===== config.mk =====
export PLATFORM = sky130hd
export DESIGN_NAME = wb_arbiter
export DESIGN_NICKNAME = d
export VERILOG_FILES = /design/src/rtl/wb_arbiter.sv
export SDC_FILE = /design/constraint.sdc
export NUM_CORES = 1
export LEC_CHECK = 0
export ABC_AREA = 1
export BUFFER_PORTS_ARGS = -buffer_cell sky130_fd_sc_hd__buf_2
export CAP_MARGIN = 20
export CORE_AREA = 2 2 112 114
export DETAILED_ROUTE_END_ITERATION = 7
export DIE_AREA = 0 0 114 116
export HOLD_SLACK_MARGIN = 0.06
export PLACE_DENSITY = 0.83
export SYNTH_ARGS = -nofsm -noshare
export SYNTH_HDL_FRONTEND = slang
export SYNTH_SLANG_ARGS = --single-unit

===== constraint.sdc =====
create_clock -name clk -period 4.1 [get_ports clk]
set_clock_uncertainty 0.05 [all_clocks]
set_input_delay 0.82 -clock clk [delete_from_list [all_inputs] [get_ports clk]]
set_output_delay 0.82 -clock clk [all_outputs]
set_load 0.01 [all_outputs]

===== src/rtl/wb_arbiter.sv =====
// Register-file write-port arbiter: pipeline writeback has priority, long-latency results
// queue in a small FIFO, and a pending-register scoreboard drives decode stall flags.
module wb_arbiter #(
    parameter int LATE_DEPTH = 2,
    parameter int REG_NUM    = 32
) (
    input  logic                          clk,
    input  logic                          rst,
    input  logic                          wb_valid,
    input  logic [4:0]                    wb_regid,
    input  logic [31:0]                   wb_data,
    input  logic                          late_valid,
    output logic                          late_ready,
    input  logic [4:0]                    late_regid,
    input  logic [31:0]                   late_data,
    input  logic                          issue_valid,
    input  logic [4:0]                    issue_regid,
    output logic                          issue_ready,
    input  logic [4:0]                    rs1_regid,
    output logic                          rs1_busy,
    input  logic [4:0]                    rs2_regid,
    output logic                          rs2_busy,
    output logic                          reg_write,
    output logic [4:0]                    reg_regid,
    output logic [31:0]                   reg_writedata,
    output logic [$clog2(LATE_DEPTH):0]   late_count
);

    localparam int PTR_W = $clog2(LATE_DEPTH);
    localparam int CNT_W = PTR_W + 1;
    localparam logic [CNT_W-1:0] DEPTH_COUNT = CNT_W'(LATE_DEPTH);

    localparam logic [1:0] SRC_NONE   = 2'd0;
    localparam logic [1:0] SRC_PIPE   = 2'd1;
    localparam logic [1:0] SRC_FIFO   = 2'd2;
    localparam logic [1:0] SRC_BYPASS = 2'd3;

    logic [4:0]         fifo_regid [LATE_DEPTH];
    logic [31:0]        fifo_data  [LATE_DEPTH];
    logic [PTR_W-1:0]   head_ptr;
    logic [PTR_W-1:0]   tail_ptr;
    logic [CNT_W-1:0]   count;
    logic [REG_NUM-1:0] pending;

    logic        fifo_empty;
    logic        fifo_full;
    logic        wb_take;
    logic        late_fire;
    logic        pop;
    logic        push;
    logic        late_write;
    logic        issue_set;
    logic [1:0]  src;
    logic [4:0]  sel_regid;
    logic [31:0] sel_data;

    assign fifo_empty = (count == '0);
    assign fifo_full  = (count == DEPTH_COUNT);
    assign late_ready = ~rst & ~fifo_full;
    assign late_fire  = late_valid & late_ready;
    assign wb_take    = wb_valid & (wb_regid != 5'd0);

    // Older queued results always beat a new arrival, which keeps late results in order.
    always_comb begin
        src = SRC_NONE;
        if (!rst) begin
            if (wb_take) begin
                src = SRC_PIPE;
            end else if (!fifo_empty) begin
                src = SRC_FIFO;
            end else if (late_fire) begin
                src = SRC_BYPASS;
            end
        end
    end

    assign pop  = (src == SRC_FIFO);
    assign push = late_fire & (src != SRC_BYPASS);

    always_comb begin
        sel_regid = '0;
        sel_data  = '0;
        case (src)
            SRC_PIPE: begin
                sel_regid = wb_regid;
                sel_data  = wb_data;
            end
            SRC_FIFO: begin
                sel_regid = fifo_regid[head_ptr];
                sel_data  = fifo_data[head_ptr];
            end
            SRC_BYPASS: begin
                sel_regid = late_regid;
                sel_data  = late_data;
            end
            default: ;
        endcase
    end

    // A late result aimed at r0 still consumes its slot but never reaches the regfile.
    assign reg_write     = (sel_regid != 5'd0);
    assign reg_regid     = sel_regid;
    assign reg_writedata = reg_write ? sel_data : 32'd0;
    assign late_count    = count;

    assign late_write = reg_write & ((src == SRC_FIFO) | (src == SRC_BYPASS));
    assign issue_set  = issue_valid & issue_ready & (issue_regid != 5'd0);

    assign issue_ready = ~rst & ~pending[issue_regid];
    assign rs1_busy    = pending[rs1_regid] & ~(late_write & (sel_regid == rs1_regid));
    assign rs2_busy    = pending[rs2_regid] & ~(late_write & (sel_regid == rs2_regid));

    always_ff @(posedge clk) begin
        if (rst) begin
            head_ptr <= '0;
            tail_ptr <= '0;
            count    <= '0;
        end else begin
            if (push) begin
                tail_ptr <= tail_ptr + 1'b1;
            end
            if (pop) begin
                head_ptr <= head_ptr + 1'b1;
            end
            case ({push, pop})
                2'b10:   count <= count + 1'b1;
                2'b01:   count <= count - 1'b1;
                default: ;
            endcase
        end
    end

    always_ff @(posedge clk) begin
        if (push) begin
            fifo_regid[tail_ptr] <= late_regid;
            fifo_data[tail_ptr]  <= late_data;
        end
    end

    // The set is written last so a same-cycle set and clear of one register leaves it pending.
    always_ff @(posedge clk) begin
        if (rst) begin
            pending <= '0;
        end else begin
            if (late_write) begin
                pending[sel_regid] <= 1'b0;
            end
            if (issue_set) begin
                pending[issue_regid] <= 1'b1;
            end
        end
    end

    wb_to_pending_reg: assert property (@(posedge clk) disable iff (rst)
        !(wb_take && pending[wb_regid]));

endmodule


# After elaboration in Yosys (flattened, before gate mapping)
# Memory sizes are Yosys's and may differ from the RTL's. A register that Yosys moved wholly into a read port is not among the register bits.
# Index checks and enable logic that the tools add are counted.
op_classes:
  n_addsub: 4
  n_lt_le_gt_ge: 6
  eq_ne: 9
  mux: 27
  n_bitwise: 21
  reduce_logical: 7
op_table:
  columns: ["op", "n"]
  rows:
  - ["$mux W32", 4]
  - ["$pmux W32 S3", 1]
  - ["$and A32 B32 Y32", 1]
  - ["$not A32 Y32", 1]
  - ["$or A32 B32 Y32", 1]
  - ["$lt A5 B6 Y1 const B", 4]
  - ["$bmux W1 S5", 3]
  - ["$pmux W5 S3", 1]
  - ["$reduce_bool A5 Y1", 3]
  - ["$and A1 B1 Y1", 12]
  - ["$mux W1", 11]
  - ["$demux W1 S5", 2]
  - ["$eq A5 B5 Y1", 2]
  - ["$ge A5 B1 Y1 const B", 2]
  - ["$eq A2 B2 Y1 const B", 4]
  - ["$mux W2", 4]
  - ["$not A1 Y1", 5]
  - ["$eq A2 B1 Y1 const B", 2]
  - ["$pmux W2 S2", 1]
  - ["$add A1 B1 Y1 const B", 2]
  - ["$add A2 B1 Y2 const B", 1]
  - ["$logic_and A1 B1 Y1", 2]
  - ["$logic_not A2 Y1", 1]
  - ["$ne A2 B2 Y1 const B", 1]
  - ["3 further kinds", 3]
totals:
  register_bits: 36
  mem_bits_rw: 74
  out_inout_bits: 44
  mem_count: 2
mem_list:
  columns: ["name", "words", "width", "read_ports", "rd_ports_with_merged_regs", "write_ports", "line_no", "text"]
  rows:
  - ["fifo_data", 2, 32, 1, 1, 1, "39", "logic [31:0] fifo_data [LATE_DEPTH];"]
  - ["fifo_regid", 2, 5, 1, 1, 1, "38", "logic [4:0] fifo_regid [LATE_DEPTH];"]

# Logic depth before layout (Yosys ltp)
logic_depth:
  ltp_word: 20
  mapped_depth: 13
  mapped_depth_nobuf: 13

# Least setup slack after synthesis
# No wires, ideal clock.
synth_timing:
  kind: "input port to flip-flop"
  startpoint: "in rst"
  endpoint: "mem fifo_data[1][0], enable pin"
  setup_time_ps: 433
  t_arrival_ps: 3084
  t_required_ps: 3617
  slack_ps: 533
  path_stages: 5
  path_cell_list: "buf_2 -> a21oi_1 -> and2_1 -> nand2_1 -> nor2_1"
synth_via:
  elab_chain_len: 11
synth_lines:
  columns: ["item", "line_no", "text"]
  rows:
  - ["start, declared", "8", "input logic rst,"]
  - ["$not A1 Y1 *", "59", "assign late_ready = ~rst & ~fifo_full;"]
  - ["$and A1 B1 Y1 *", "59", null]
  - ["net late_ready", "13", "output logic late_ready,"]
  - ["$and A1 B1 Y1 *", "60", "assign late_fire = late_valid & late_ready;"]
  - ["$mux W2", "71", "end else if (late_fire) begin"]
  - ["$mux W2", "69", "end else if (!fifo_empty) begin"]
  - ["$mux W2", "67", "if (wb_take) begin"]
  - ["$mux W2", "66", "if (!rst) begin"]
  - ["$ne A2 B2 Y1", "78", "assign push = late_fire & (src != SRC_BYPASS);"]
  - ["$and A1 B1 Y1 *", "78", null]
  - ["$mux W1 *", "134", "if (push) begin"]
  - ["$mux W1 (not written as such) *", "136", "fifo_data[tail_ptr] <= late_data;"]
  - ["end, declared", "39", null]
# Mark *: on every way through the listed nets, which the timed path passes. The rest lies on a longest branch.

# Worst setup path after layout
layout_timing:
  startpoint: "in wb_regid[1]"
  endpoint: "out reg_writedata[21]"
layout_via:
  elab_chain_len: 8
  word_cells_on_any_way: 11
  classes_between: "eq/ne: 3; mux: 5; bitwise: 1; reduce/logical: 2"
layout_lines:
  columns: ["item", "line_no", "text"]
  rows:
  - ["start, declared", "10", "input logic [4:0] wb_regid,"]
  - ["$reduce_bool A5 Y1", "61", "assign wb_take = wb_valid & (wb_regid != 5'd0);"]
  - ["$and A1 B1 Y1", "61", null]
  - ["$mux W2", "67", null]
  - ["$mux W2", "66", null]
  - ["$eq A2 B2 Y1 / $eq A2 B1 Y1 (equally long branches)", "83", "case (src)"]
  - ["$pmux W5 S3", "83", null]
  - ["$reduce_bool A5 Y1", "101", "assign reg_write = (sel_regid != 5'd0);"]
  - ["$mux W32 *", "103", "assign reg_writedata = reg_write ? sel_data : 32'd0;"]
  - ["end, declared", "25", "output logic [31:0] reg_writedata,"]
# Mark *: on every way between the ends. The rest lies on a longest branch, timed or not.

==> qor.txt <==
Outcome -> completed
Share of cells above drive strength 1 -> 22.45%
Congestion Overflow GR -> 0
Clock buffer depth -> 2
Initial core utilization -> 54.35%
Total CTS buffers -> 9
Vias in the first global route -> 5,481
Io pins -> 138
GPL Wtd Cong -> 1.002
1st-iter DRT viols -> 723
Rel. slew slack -> 64.58%
Fin. max-slew vios -> 0
Worst hold path type -> reg2reg
Commonest cells after routing, fill and taps aside -> 169 x nand2_1, 137 x buf_2, 106 x o21ai_0
Diodes inserted -> 0
Fill count -> 1,032
Die ar. -> 13,220 um^2
First-pass GRT wire length -> 26.77 mm
Post-route antenna net violation count -> 0
DR WL/cell -> 14.96 um
Vias per Instance -> 5.720
Largest net degree at the start of global routing -> 55
Critical Path Start Type -> input pin
Cts repair resizes -> 0
Core ar. -> 11,910 um^2
Unique cell type count in the Yosys netlist -> 30
DRC viols -> 0
Port-buffer cells -> 137
Peak supply drop -> 0.0001966 V
Post-layout nets -> 1,070
Fmax -> 0.2755 GHz
Warning count from the yosys run -> 0
PnR Total Power -> 0.002601 W
Worst slew pin tran -> 0.5313 ns
Post-Syn Nets -> 945
Htree depth -> 3
Setup violators final -> 0
Critical path required time -> 3.23 ns
Worst EP arrival -> 2.76 ns
Detailed Place HPWL -> 11.95 mm
Row count -> 40
Clock slew at reported path FFs -> 0.06 ns
Clock Latency Late Sink -> 0.35 ns
Layout Area Growth over Synthesis -> 17.57%
Average size of a mapped cell -> 7.616 um^2
Reg2Reg Setup Slack -> 1.48 ns
Leak -> 3.236 nW
Commonest non-fill, non-tap cell in the layout -> nand2_1
Routed vias -> 6,446
CTS Root Cell -> clkbuf_16
TritonCTS clock tree -> built
Max FO, Critical Path -> 34
GRT Util Overall -> 25.49%
Final Hold Viols -> 0
Hold_buf cts -> 0
Die Span Y -> 116 um
Setup TNS -> 0 ns
CP Capture Type -> output port
Mapped Area -> 6474 um^2
Iteration count of the initial detailed-routing pass -> 5
Final Cycle Share -> 88.53%
Cell Pwr Density -> 341.7 nW/um^2
Gate Count Post-Synth -> 850
RSZ-0062 raised after global routing -> false
Crit path time final -> 3.630 ns
CTS Sinks -> 111
Max_cap viols -> 0
Initial antenna violation count -> 0
Post-CTS Setup Bufs -> 0
Die outline width -> 114 um
Final wirelength -> 16.86 mm
Seq/Total Area, Yosys -> 45.77%
Yosys reg bits -> 111
Critical path type -> in2out
[cells in the mapped netlist]
library cell	count	area [um^2]
a21oi_1	60	300.3
a22oi_1	30	225.2
and2_1	1	6.260
buf_1	2	7.510
buf_2	8	40.04
buf_4	6	45.04
buf_6	1	11.26
clkbuf_1	28	105.1
clkinv_1	1	3.750
dfxtp_1	37	740.7
edfxtp_1	74	2222
ha_1	1	12.51
inv_1	93	349.1
inv_2	29	108.9
nand2_1	169	634.4
nand3_1	69	345.3
nand3_2	3	30.03
nand3_4	2	35.03
nand3b_1	5	37.54
nand4_1	33	206.5
nand4_2	1	12.51
nor2_1	44	165.2
nor2_2	6	37.54
nor3_1	9	45.04
nor3_2	1	10.01
o211ai_1	10	75.07
o21ai_0	106	530.5
o21ai_1	14	70.07
o221ai_1	2	17.52
xor2_1	5	43.79
[cell type report]
class	instances	area, um^2	share of cell area, %
inverter	123	461.7	6.066
tap	147	183.9	2.417
timing repair buffer	159	850.8	11.18
multi-input combinational	571	2855	37.51
clock inverter	6	56.30	0.7398
clock buffer	10	239.0	3.140
sequential	111	2964	38.94
[worst max-delay path: stages]
cell and delay [ns]:
buf_2 0.10, nor2_1 0.11, nand3b_1 0.08, nand2_1 0.30, nand4_1 0.31, nand3_4 0.23, nor2_2 0.08, nand3_2 0.08
buf_4 0.34, nand2_1 0.12, inv_2 0.06, buf_2 0.11
[where the power goes]
group | leakage [nW] | switching (W) | internal [W] | total [W]
registers | 0.978 | 0.0000159 | 0.00123 | 0.00125
clock network | 0.147 | 0.000411 | 0.000442 | 0.000853
logic | 2.11 | 0.000333 | 0.000166 | 0.000500
[logic make-up after synthesis]
family	count (synthesis)	synth area share, %
AND/OR/NAND/NOR	343	24.18
AO/OA/AOI/OAI	222	18.83
buffers and inverters	168	10.36
flip-flops	111	45.77
XOR/XNOR	5	0.6764
adder cells (fa/ha/maj)	1	0.1932
[sequential cells by signal, indices dropped and copies added, names as in the netlist, named ones only]
register	cells
fifo_data	64
late_count	2
pending	32
head_ptr	1
fifo_regid	10
tail_ptr	1
[worst paths after layout]
kind,start,end,cells past startpoint
setup / recovery,wb_regid[1],reg_writedata[21],12
hold / removal,pending[1],pending[1],2
setup reg to reg,late_count[0],late_count[1],13
hold reg to reg,pending[1],pending[1],2
[metrics by stage]
stage	worst slack (ns)	cells	utilization (%)	hold slack, ns	area (um^2)
global placement	0.6087	1111	61.42	0.3977	7316
global route	0.2144	1127	63.90	0.4266	7611
detailed placement	0.4734	1111	61.42	0.4050	7316
floorplan	0.5331	850	-	0.3730	6474
finish	0.4704	1127	63.90	0.4125	7611
CTS	0.4692	1127	63.90	0.4147	7611
[metal layers]
layer	vias to the layer above	routed length, um	track usage (%)
met5	-	0	0
met4	0	434	9.837
met3	35	1792	4.446
met2	356	7543	39.48
met1	2904	7088	36.03
li1	3151	-	-
Note: power is estimated with default switching activity, not from simulation.
